## config.mk

```make
export PLATFORM = sky130hd
export DESIGN_NAME = audio_i2s_tx
export DESIGN_NICKNAME = d
export VERILOG_FILES = /design/src/rtl/audio_pkg.sv /design/src/rtl/sample_fifo.sv /design/src/rtl/audio_i2s_tx.sv
export SDC_FILE = /design/constraint.sdc
export NUM_CORES = 1
export LEC_CHECK = 0
export ABC_AREA = 1
export CAP_MARGIN = 25
export CORE_AREA = 2 2 84 86
export CTS_CLUSTER_SIZE = 16
export DETAILED_ROUTE_END_ITERATION = 10
export DIE_AREA = 0 0 86 88
export GPL_ROUTABILITY_DRIVEN = 1
export PLACE_DENSITY = 0.74
export SLEW_MARGIN = 10
export SYNTH_ARGS = -nofsm -noshare
export SYNTH_HDL_FRONTEND = slang
export SYNTH_SLANG_ARGS = --single-unit
```

## constraint.sdc

```tcl
create_clock -name clock -period 2.9 [get_ports clock]
set_clock_uncertainty 0.15 [all_clocks]
set_input_delay 0.435 -clock clock [delete_from_list [all_inputs] [get_ports clock]]
set_output_delay 0.435 -clock clock [all_outputs]
set_load 0.1 [all_outputs]
```

## src/rtl/audio_pkg.sv

```systemverilog
// audio_pkg: shared audio constants and the sample-to-I2S word conversion.
package audio_pkg;
  localparam int CLOCK_FREQ   = 50_000_000;
  localparam int AUDIO_FREQ   = 50_000;
  localparam int AUDIO_WORD_W = 16;
  localparam int SAMPLE_W     = 8;

  // Offset-binary to two's complement (flip MSB), left-justified in the word.
  function automatic logic [AUDIO_WORD_W-1:0] to_i2s_word(input logic [SAMPLE_W-1:0] s);
    return {~s[SAMPLE_W-1], s[SAMPLE_W-2:0], {(AUDIO_WORD_W-SAMPLE_W){1'b0}}};
  endfunction
endpackage

```

## src/rtl/sample_fifo.sv

```systemverilog
// sample_fifo: synchronous FIFO; push is ignored when full, pop is ignored when empty.
module sample_fifo #(
  parameter int DEPTH = 4,
  parameter int W     = 8
) (
  input  logic                     clock,
  input  logic                     reset_n,
  input  logic                     i_push,
  input  logic                     i_pop,
  input  logic [W-1:0]             i_data,
  output logic [W-1:0]             o_data,
  output logic                     o_full,
  output logic                     o_empty,
  output logic [$clog2(DEPTH):0]   o_level
);
  localparam int AW = $clog2(DEPTH);
  localparam int LW = AW + 1;
  logic [W-1:0]  r_mem [DEPTH];
  logic [AW-1:0] r_wr, r_rd;
  logic [LW-1:0] r_level;
  logic          w_push, w_pop;
  assign w_push  = i_push && !o_full;
  assign w_pop   = i_pop && !o_empty;
  assign o_full  = r_level == LW'(DEPTH);
  assign o_empty = r_level == '0;
  assign o_level = r_level;
  assign o_data  = r_mem[r_rd];
  always_ff @(posedge clock or negedge reset_n)
    if (!reset_n) begin
      r_wr    <= '0;
      r_rd    <= '0;
      r_level <= '0;
    end else begin
      if (w_push) r_wr <= r_wr + 1'b1;
      if (w_pop) r_rd <= r_rd + 1'b1;
      r_level <= r_level + LW'(w_push) - LW'(w_pop);
    end
  always_ff @(posedge clock)
    if (w_push) r_mem[r_wr] <= i_data;
endmodule

```

## src/rtl/audio_i2s_tx.sv

```systemverilog
// audio_i2s_tx: mono I2S transmitter; FIFO-buffered 8-bit samples sent as
// left-justified 16-bit words on both channels, one sample per frame.
module audio_i2s_tx
  import audio_pkg::*;
#(
  parameter int BCLK_HALF  = 10,
  parameter int SLOT_BITS  = 25,
  parameter int FIFO_DEPTH = 4
) (
  input  logic                          clock,
  input  logic                          reset_n,
  input  logic [SAMPLE_W-1:0]           sample,
  input  logic                          sample_valid,
  output logic                          sample_ready,
  output logic                          bclk,
  output logic                          lrclk,
  output logic                          sdata,
  output logic [7:0]                    underrun_count,
  output logic [$clog2(FIFO_DEPTH):0]   fifo_level
);
  localparam int CW = $clog2(BCLK_HALF);
  localparam int BW = $clog2(2 * SLOT_BITS);
  localparam int WW = $clog2(AUDIO_WORD_W);
  logic [CW-1:0]           r_cnt;
  logic [BW-1:0]           r_bit_idx;
  logic [AUDIO_WORD_W-1:0] r_word;
  logic [7:0]              r_underrun;
  logic                    r_bclk, r_lrclk, r_sdata;
  logic                    w_tick, w_fall, w_load, w_full, w_empty, w_bit;
  logic [BW-1:0]           w_bit_next, w_pos;
  logic [WW-1:0]           w_sel;
  logic [SAMPLE_W-1:0]     w_head;
  sample_fifo #(.DEPTH(FIFO_DEPTH), .W(SAMPLE_W)) u_fifo (
    .clock   (clock),
    .reset_n (reset_n),
    .i_push  (sample_valid),
    .i_pop   (w_load),
    .i_data  (sample),
    .o_data  (w_head),
    .o_full  (w_full),
    .o_empty (w_empty),
    .o_level (fifo_level)
  );
  assign w_tick     = r_cnt == CW'(BCLK_HALF - 1);
  assign w_fall     = w_tick && r_bclk;
  assign w_bit_next = (r_bit_idx == BW'(2 * SLOT_BITS - 1)) ? '0 : r_bit_idx + 1'b1;
  assign w_load     = w_fall && w_bit_next == '0;
  assign w_pos      = (w_bit_next >= BW'(SLOT_BITS)) ? w_bit_next - BW'(SLOT_BITS) : w_bit_next;
  assign w_sel      = WW'(AUDIO_WORD_W - int'(w_pos));
  // Position 0 is the I2S one-bit delay; positions past the word pad with zeros.
  assign w_bit      = (w_pos == '0 || w_pos > BW'(AUDIO_WORD_W)) ? 1'b0 : r_word[w_sel];
  always_ff @(posedge clock or negedge reset_n)
    if (!reset_n) begin
      r_cnt      <= '0;
      r_bclk     <= 1'b0;
      r_bit_idx  <= BW'(2 * SLOT_BITS - 1);
      r_lrclk    <= 1'b1;
      r_sdata    <= 1'b0;
      r_word     <= '0;
      r_underrun <= '0;
    end else begin
      r_cnt  <= w_tick ? '0 : r_cnt + 1'b1;
      r_bclk <= w_tick ? ~r_bclk : r_bclk;
      if (w_fall) begin
        r_bit_idx <= w_bit_next;
        r_lrclk   <= w_bit_next >= BW'(SLOT_BITS);
        r_sdata   <= w_bit;
      end
      if (w_load) r_word <= w_empty ? '0 : to_i2s_word(w_head);
      if (w_load && w_empty && r_underrun != 8'hFF) r_underrun <= r_underrun + 1'b1;
    end
  assign sample_ready   = !w_full;
  assign bclk           = r_bclk;
  assign lrclk          = r_lrclk;
  assign sdata          = r_sdata;
  assign underrun_count = r_underrun;
endmodule

```

# Word level (Yosys, flattened, before mapping)
# Memories as Yosys holds them, arrays and structs flattened.
# Index checks and enable logic that the tools add are counted.
[classes]
multipliers = 0
div = 0
n_reduce_logical = 12
n_mux = 9
n_lt_le_gt_ge = 3
add_sub_neg = 9
n_eq_ne = 4
n_shift = 0
n_bitwise = 2
[op_table]
columns = ["op", "n"]
rows = [
  ["2-to-1 mux 16 bit", 1],
  ["zero test 6 bit", 2],
  ["2-to-1 mux 6 bit", 2],
  ["adder 8 x 1 -> 8 bit (second input constant)", 1],
  ["!= test 8 bit (second input constant)", 1],
  ["adder 6 x 1 -> 6 bit (second input constant)", 1],
  ["== test 6 bit (second input constant)", 1],
  [">= comparator 6 x 5 -> 1 bit (second input constant)", 1],
  ["> comparator 6 x 5 -> 1 bit (second input constant)", 1],
  ["logical AND 1 bit", 6],
  ["subtractor 6 x 5 -> 6 bit (second input constant)", 1],
  ["less-than comparator 4 x 5 -> 1 bit (second input constant)", 1],
  ["adder 2 x 1 -> 2 bit (second input constant)", 2],
  ["adder 4 x 1 -> 4 bit (second input constant)", 1],
  ["binary-select mux 1 bit (select 4 bit)", 1],
  ["== test 4 bit (second input constant)", 1],
  ["2-to-1 mux 1 bit", 4],
  ["2-to-1 mux 4 bit", 1],
  ["subtractor 1 x 4 -> 4 bit (first input constant)", 1],
  ["adder 3 x 1 -> 3 bit", 1],
  ["== test 3 bit (second input constant)", 1],
  ["zero test 3 bit", 1],
  ["subtractor 3 x 1 -> 3 bit", 1],
  ["zero test 1 bit", 2],
  ["2 further kinds", 3],
]
[totals]
ram_bits = 32
elab_cells = 50
romBits = 0
n_memories = 1
output_inout_bits = 15
latch_bits = 0
regBits = 44
[mem_list]
columns = ["name", "words", "width", "read_ports", "rd_clocked_by_memory_dff", "write_ports", "line", "text"]
rows = [
  ["u_fifo.r_mem", 4, 8, 1, 0, 1, "sample_fifo.sv:18", "logic [W-1:0] r_mem [DEPTH];"],
]

# Longest topological paths before layout
[depth]
ltp_word = 8
depth_mapped = 21

# Hierarchy
# Synthesis repeated with hierarchy kept, for this count alone.
[hier_totals]
hier_cells = 403
area_unflattened_um2 = 3631.0
[by_module_without_submodules]
columns = ["mod", "seq_area_each_um2", "area_each_um2", "n_inst", "cells_per_inst"]
rows = [
  ["audio_i2s_tx", 730.7, 1905.6, 1, 244],
  ["sample_fifo", 1136.1, 1725.4, 1, 159],
]

# Worst setup path after synthesis
# Ideal clock, no wire load.
[synth_timing]
path_type = "reg2reg"
startpoint = "register u_fifo.r_level[2] (netlist: u_fifo.o_level[2])"
endpoint = "register u_fifo.r_level[2] (netlist: u_fifo.o_level[2])"
slack_ns = -0.635
t_required_ns = 2.617
arrival_time_ns = 3.252
synth_period_minus_slack_ns = 3.535
setup_ns = 0.133
stages_incl_launch_ff = 7
path_cell_list = "dfrtp_1 -> nand3_1 -> nand2_1 -> inv_1 -> ha_1 -> fa_1 -> xor2_1"
[synth_via]
elab_chain_cells = 5
[synth_rtl]
columns = ["element", "line", "text"]
rows = [
  ["from (decl)", "sample_fifo.sv:20", "logic [LW-1:0] r_level;"],
  ["from (signal assigned)", "sample_fifo.sv:36", "r_level <= r_level + LW'(w_push) - LW'(w_pop);"],
  ["== test 3 bit", "sample_fifo.sv:24", "assign o_full = r_level == LW'(DEPTH);"],
  ["zero test 1 bit", "-", ""],
  ["via sample_ready", "audio_i2s_tx.sv:14", "output logic sample_ready,"],
  ["logical AND 1 bit", "sample_fifo.sv:22", "assign w_push = i_push && !o_full;"],
  ["via u_fifo.w_push", "sample_fifo.sv:21", "logic w_push, w_pop;"],
  ["adder 3 x 1 -> 3 bit", "sample_fifo.sv:36", ""],
  ["subtractor 3 x 1 -> 3 bit", "sample_fifo.sv:36", ""],
]
# The timed path passes the listed nets, and every way through them passes these cells.
# A chain may end at the register's enable or synchronous reset.

# Final worst setup path
[layout_timing]
startpoint = "register r_bit_idx[0]"
endpoint = "register u_fifo.r_level[2] (netlist: u_fifo.o_level[2])"
[layout_via]
elab_chain_cells = 6
[layout_rtl]
columns = ["element", "line", "text"]
rows = [
  ["from (decl)", "audio_i2s_tx.sv:25", "logic [BW-1:0] r_bit_idx;"],
  ["from (signal assigned)", "audio_i2s_tx.sv:56", "r_bit_idx <= BW'(2 * SLOT_BITS - 1);"],
  ["from (signal assigned)", "audio_i2s_tx.sv:65", "r_bit_idx <= w_bit_next;"],
  ["adder 6 x 1 -> 6 bit / == test 6 bit (equally long branches)", "audio_i2s_tx.sv:46", "assign w_bit_next = (r_bit_idx == BW'(2 * SLOT_BITS - 1)) ? '0 : r_bit_idx + 1'b1;"],
  ["2-to-1 mux 6 bit (*)", "audio_i2s_tx.sv:46", ""],
  ["zero test 6 bit (*)", "audio_i2s_tx.sv:47", "assign w_load = w_fall && w_bit_next == '0;"],
  ["logical AND 1 bit (*)", "audio_i2s_tx.sv:47", ""],
  ["logical AND 1 bit (*)", "sample_fifo.sv:23", "assign w_pop = i_pop && !o_empty;"],
  ["via u_fifo.w_pop", "sample_fifo.sv:21", ""],
  ["subtractor 3 x 1 -> 3 bit (*)", "sample_fifo.sv:36", ""],
]
# The timed path passes the listed nets; every way through them passes the cells marked *.

==> results.cfg <==
[cts]
clkTransAtPathRegs_ns = 0.08
htree_levels = 3
cts_buffer_depth = 2
cts.sinks = 68
cts_hold_buf = 0
cts_tree = done
clock_latency_ns = 0.34
cts_buffers = 9
cts_root_buffer = clkbuf_8

[logic_synthesis]
synth-simple-area-share = 0.2180
synth_edf_count = 32
synthArstFlopShare = 0.5294
synth.distinct_cells = 34
synth_top_family_by_area = simple AND/OR/NAND/NOR gates
ys_warn_count = 0
synth_top_area_share = 0.2833
synth_area_um2 = 3392
synth_area_per_cell_um2 = 9.860
synth_cells = 344
synth_top_cell_by_area = edfxtp_1
ys_seq_elements = 68
synthTopCellsByArea = edfxtp_1, dfrtp_1, nand2_1
ys_seq_area_frac = 0.5504
synth_nets = 369
synth_top_flop_cell = edfxtp_1
synth_mux_area_frac = 0.003320
synth_compound_area_frac = 0.06898
synthAdderAreaFrac = 0.05385
synth-xor-area-share = 0.04131

[worst_setup_path]
worstPathMaxFanout = 5
end_kind = flop
cp-start-kind = flop
worstSetupPathType = flop to flop
crit_arrival_ns = 2.84
cp.required_ns = 2.96

[floorplanning]
ioPinCount = 26
start_util = 0.5105
fp-row-count = 30
core-area_um2 = 6644
chipHeight_um = 88
die-area_um2 = 7568
die_x_um = 86

[grt]
antenna_found_initial = 0
grt_pass1_vias = 2301
grt_pass1_wl_um = 10290
grt_max_degree = 37
overflow = 0
grtUsageTotal = 0.1751

[power_and_ir_drop]
peakVddDrop_v = 0.0006726
pwr-share-seq = 0.477
clkPwrFrac = 0.301
power_density_nw_per_um2 = 621.7
swShare = 0.3252
p_leak_uw = 0.001870
power_switching_uw = 820.7
finalPower_uw = 2524
p_int_uw = 1703
comb_power_share = 0.221

[placement]
dp.cells = 457
placement.io_buffers = 25
gp_congestion = 0.8403
place_ws_ns = 0.03475
dp_hpwl_um = 4245

[finish]
multi_input_area_um2 = 1379
num_antenna_cells = 0
final_net_count = 416
area_delta_synth_final_pct = 19.66
regArea_um2 = 1868
drive_gt1_frac = 0.2121
fill_cells = 526
finalNonFillerCells = 476

[worst_hold_path]
hold_class = primary input to asynchronous set/reset pin

[timing]
hold_viol_final = 0
fmax_mhz = 359.1
tightestPinTransition_ns = 0.7820
setup_violations = 0
finalCritPeriodShare = 0.9602
max_slew_margin = 0.4787
setup_ws_ns = 0.1153
slew_violations = 0
fin_crit_ns = 2.785

[detailed_routing]
wl_per_cell_um = 12.71
dr.pass1.iters = 4
wl_um = 6050
vias = 2443
drc = 0
viasPerCell = 5.132
first_iter_violations = 152
antenna_left = 0

[run]
drv_cap = 0

[status]
outcome = finished, final reports clean
final timing paths:
check | end | slack [ns] | from | cells after the start
hold / removal | r_cnt[3] | 0.02 | reset_n | 1
setup reg to reg | u_fifo.o_level[2] | 0.12 | r_bit_idx[0] | 13
min in group clock | lrclk | 0.32 | lrclk | 2
max in group asynchronous | u_fifo.o_level[2] | 2.03 | reset_n | 1
setup / recovery | u_fifo.o_level[2] | 0.12 | r_bit_idx[0] | 13
hold reg to reg | lrclk | 0.32 | lrclk | 2
area by class of cell:
class / count / area share
clock inverter: 6 / 0.01603
sequential: 68 / 0.4602
inverter: 51 / 0.04716
clock buffer: 10 / 0.03144
tap: 80 / 0.02466
timing repair buffer: 41 / 0.08076
multi-input combinational: 220 / 0.3397
routing by layer:
| metal | share of wire | vias up | global-route usage |
|---|---|---|---|
| met1 | 0.44 | 1160 | 0.2285 |
| met3 | 0.040 | 2 | 0.04336 |
| li1 | - | 1226 | - |
| met5 | 0 | - | 0 |
| met4 | 0.0038 | 0 | 0.07071 |
| met2 | 0.51 | 55 | 0.2819 |
critical path, cell delays in order, from the launching register on:
cell and delay, ns:
dfstp_2 0.64, ha_4 0.22, inv_1 0.08, nand2_4 0.07, ha_2 0.19, nand3_4 0.09, nor2_1 0.05, nand2_1 0.07
nor2_2 0.04, ha_1 0.29, inv_1 0.04, ha_1 0.18, fa_1 0.38, xor2_1 0.17
layout by cell type (no fill, tap or decap), drive strengths merged, types with 2 or more instances in the layout:
master          n
o21ai          10
nand4           5
clkbuf         10
ha             13
a21oi          10
dfrtp          32
xnor2           3
xor2           13
clkdlybuf4s50   9
o22ai           9
nor3            2
nand2          90
nor2           28
clkinv          5
dfstp           4
nand3          25
inv            50
a32o            7
edfxtp         32
buf            32
logic make-up after synthesis:
| family | Yosys count |
|---|---|
| xor gates and xnor gates | 16 |
| DFF | 68 |
| AOI/OAI and AO/OA | 37 |
| buffers and inverters | 56 |
| muxes | 1 |
| adders and majority gates | 14 |
| and+or+nand+nor | 152 |
Yosys cell counts, types with 2 or more instances:
library cell / count
o21ai_0: 9
o22ai_1: 9
inv_1: 48
nor2_1: 24
clkbuf_1: 4
dfrtp_1: 32
a32o_1: 7
a21oi_1: 10
nand2_1: 82
nor2_4: 3
ha_1: 13
dfstp_2: 4
inv_2: 2
edfxtp_1: 32
nand4_1: 4
xor2_1: 13
nand2_4: 2
xnor2_1: 3
nand3_4: 3
nand3_1: 21
nand2_2: 6
per-stage QoR:
step / hold WS, ns / area, um^2 / utilization / TNS, ns
final: 0.02035 / 4059 / 0.6109 / 0
after detailed placement: 0.3070 / 3785 / 0.5697 / 0
after global placement: 0.3077 / 3785 / 0.5697 / 0
after floorplan: -0.01059 / 3406 / - / 0
after CTS: 0.04683 / 3978 / 0.5987 / 0
after global routing: 0.07214 / 4059 / 0.6109 / -0.08657
registers in the layout, summed over array words and instances, names as in the netlist:
name and cells:
r_word 8, sdata 1, underrun_count 8, u_fifo.o_level 3, r_bit_idx 6, r_cnt 4
bclk 1, u_fifo.r_wr 2, lrclk 1, u_fifo.r_rd 2, u_fifo.r_mem 32
power groups by stage:
| stage | Combinational, uW | Sequential, uW | Clock [uW] |
|---|---|---|---|
| global route | 614 | 1220 | 829 |
| finish | 559 | 1200 | 760 |
| CTS | 569 | 1210 | 775 |
| floorplan | 247 | 1370 | 0 |
| detailed placement | 559 | 1220 | 0 |
| global placement | 547 | 1220 | 0 |
timing repair:
| action | 4_1_cts | 5_1_grt |
|---|---|---|
| endpoints found under the setup margin | 0 | 3 |
| buffers inserted | 0 | 3 |
| resized for setup | 0 | 14 |
Note: power is estimated with default switching activity, not from simulation.
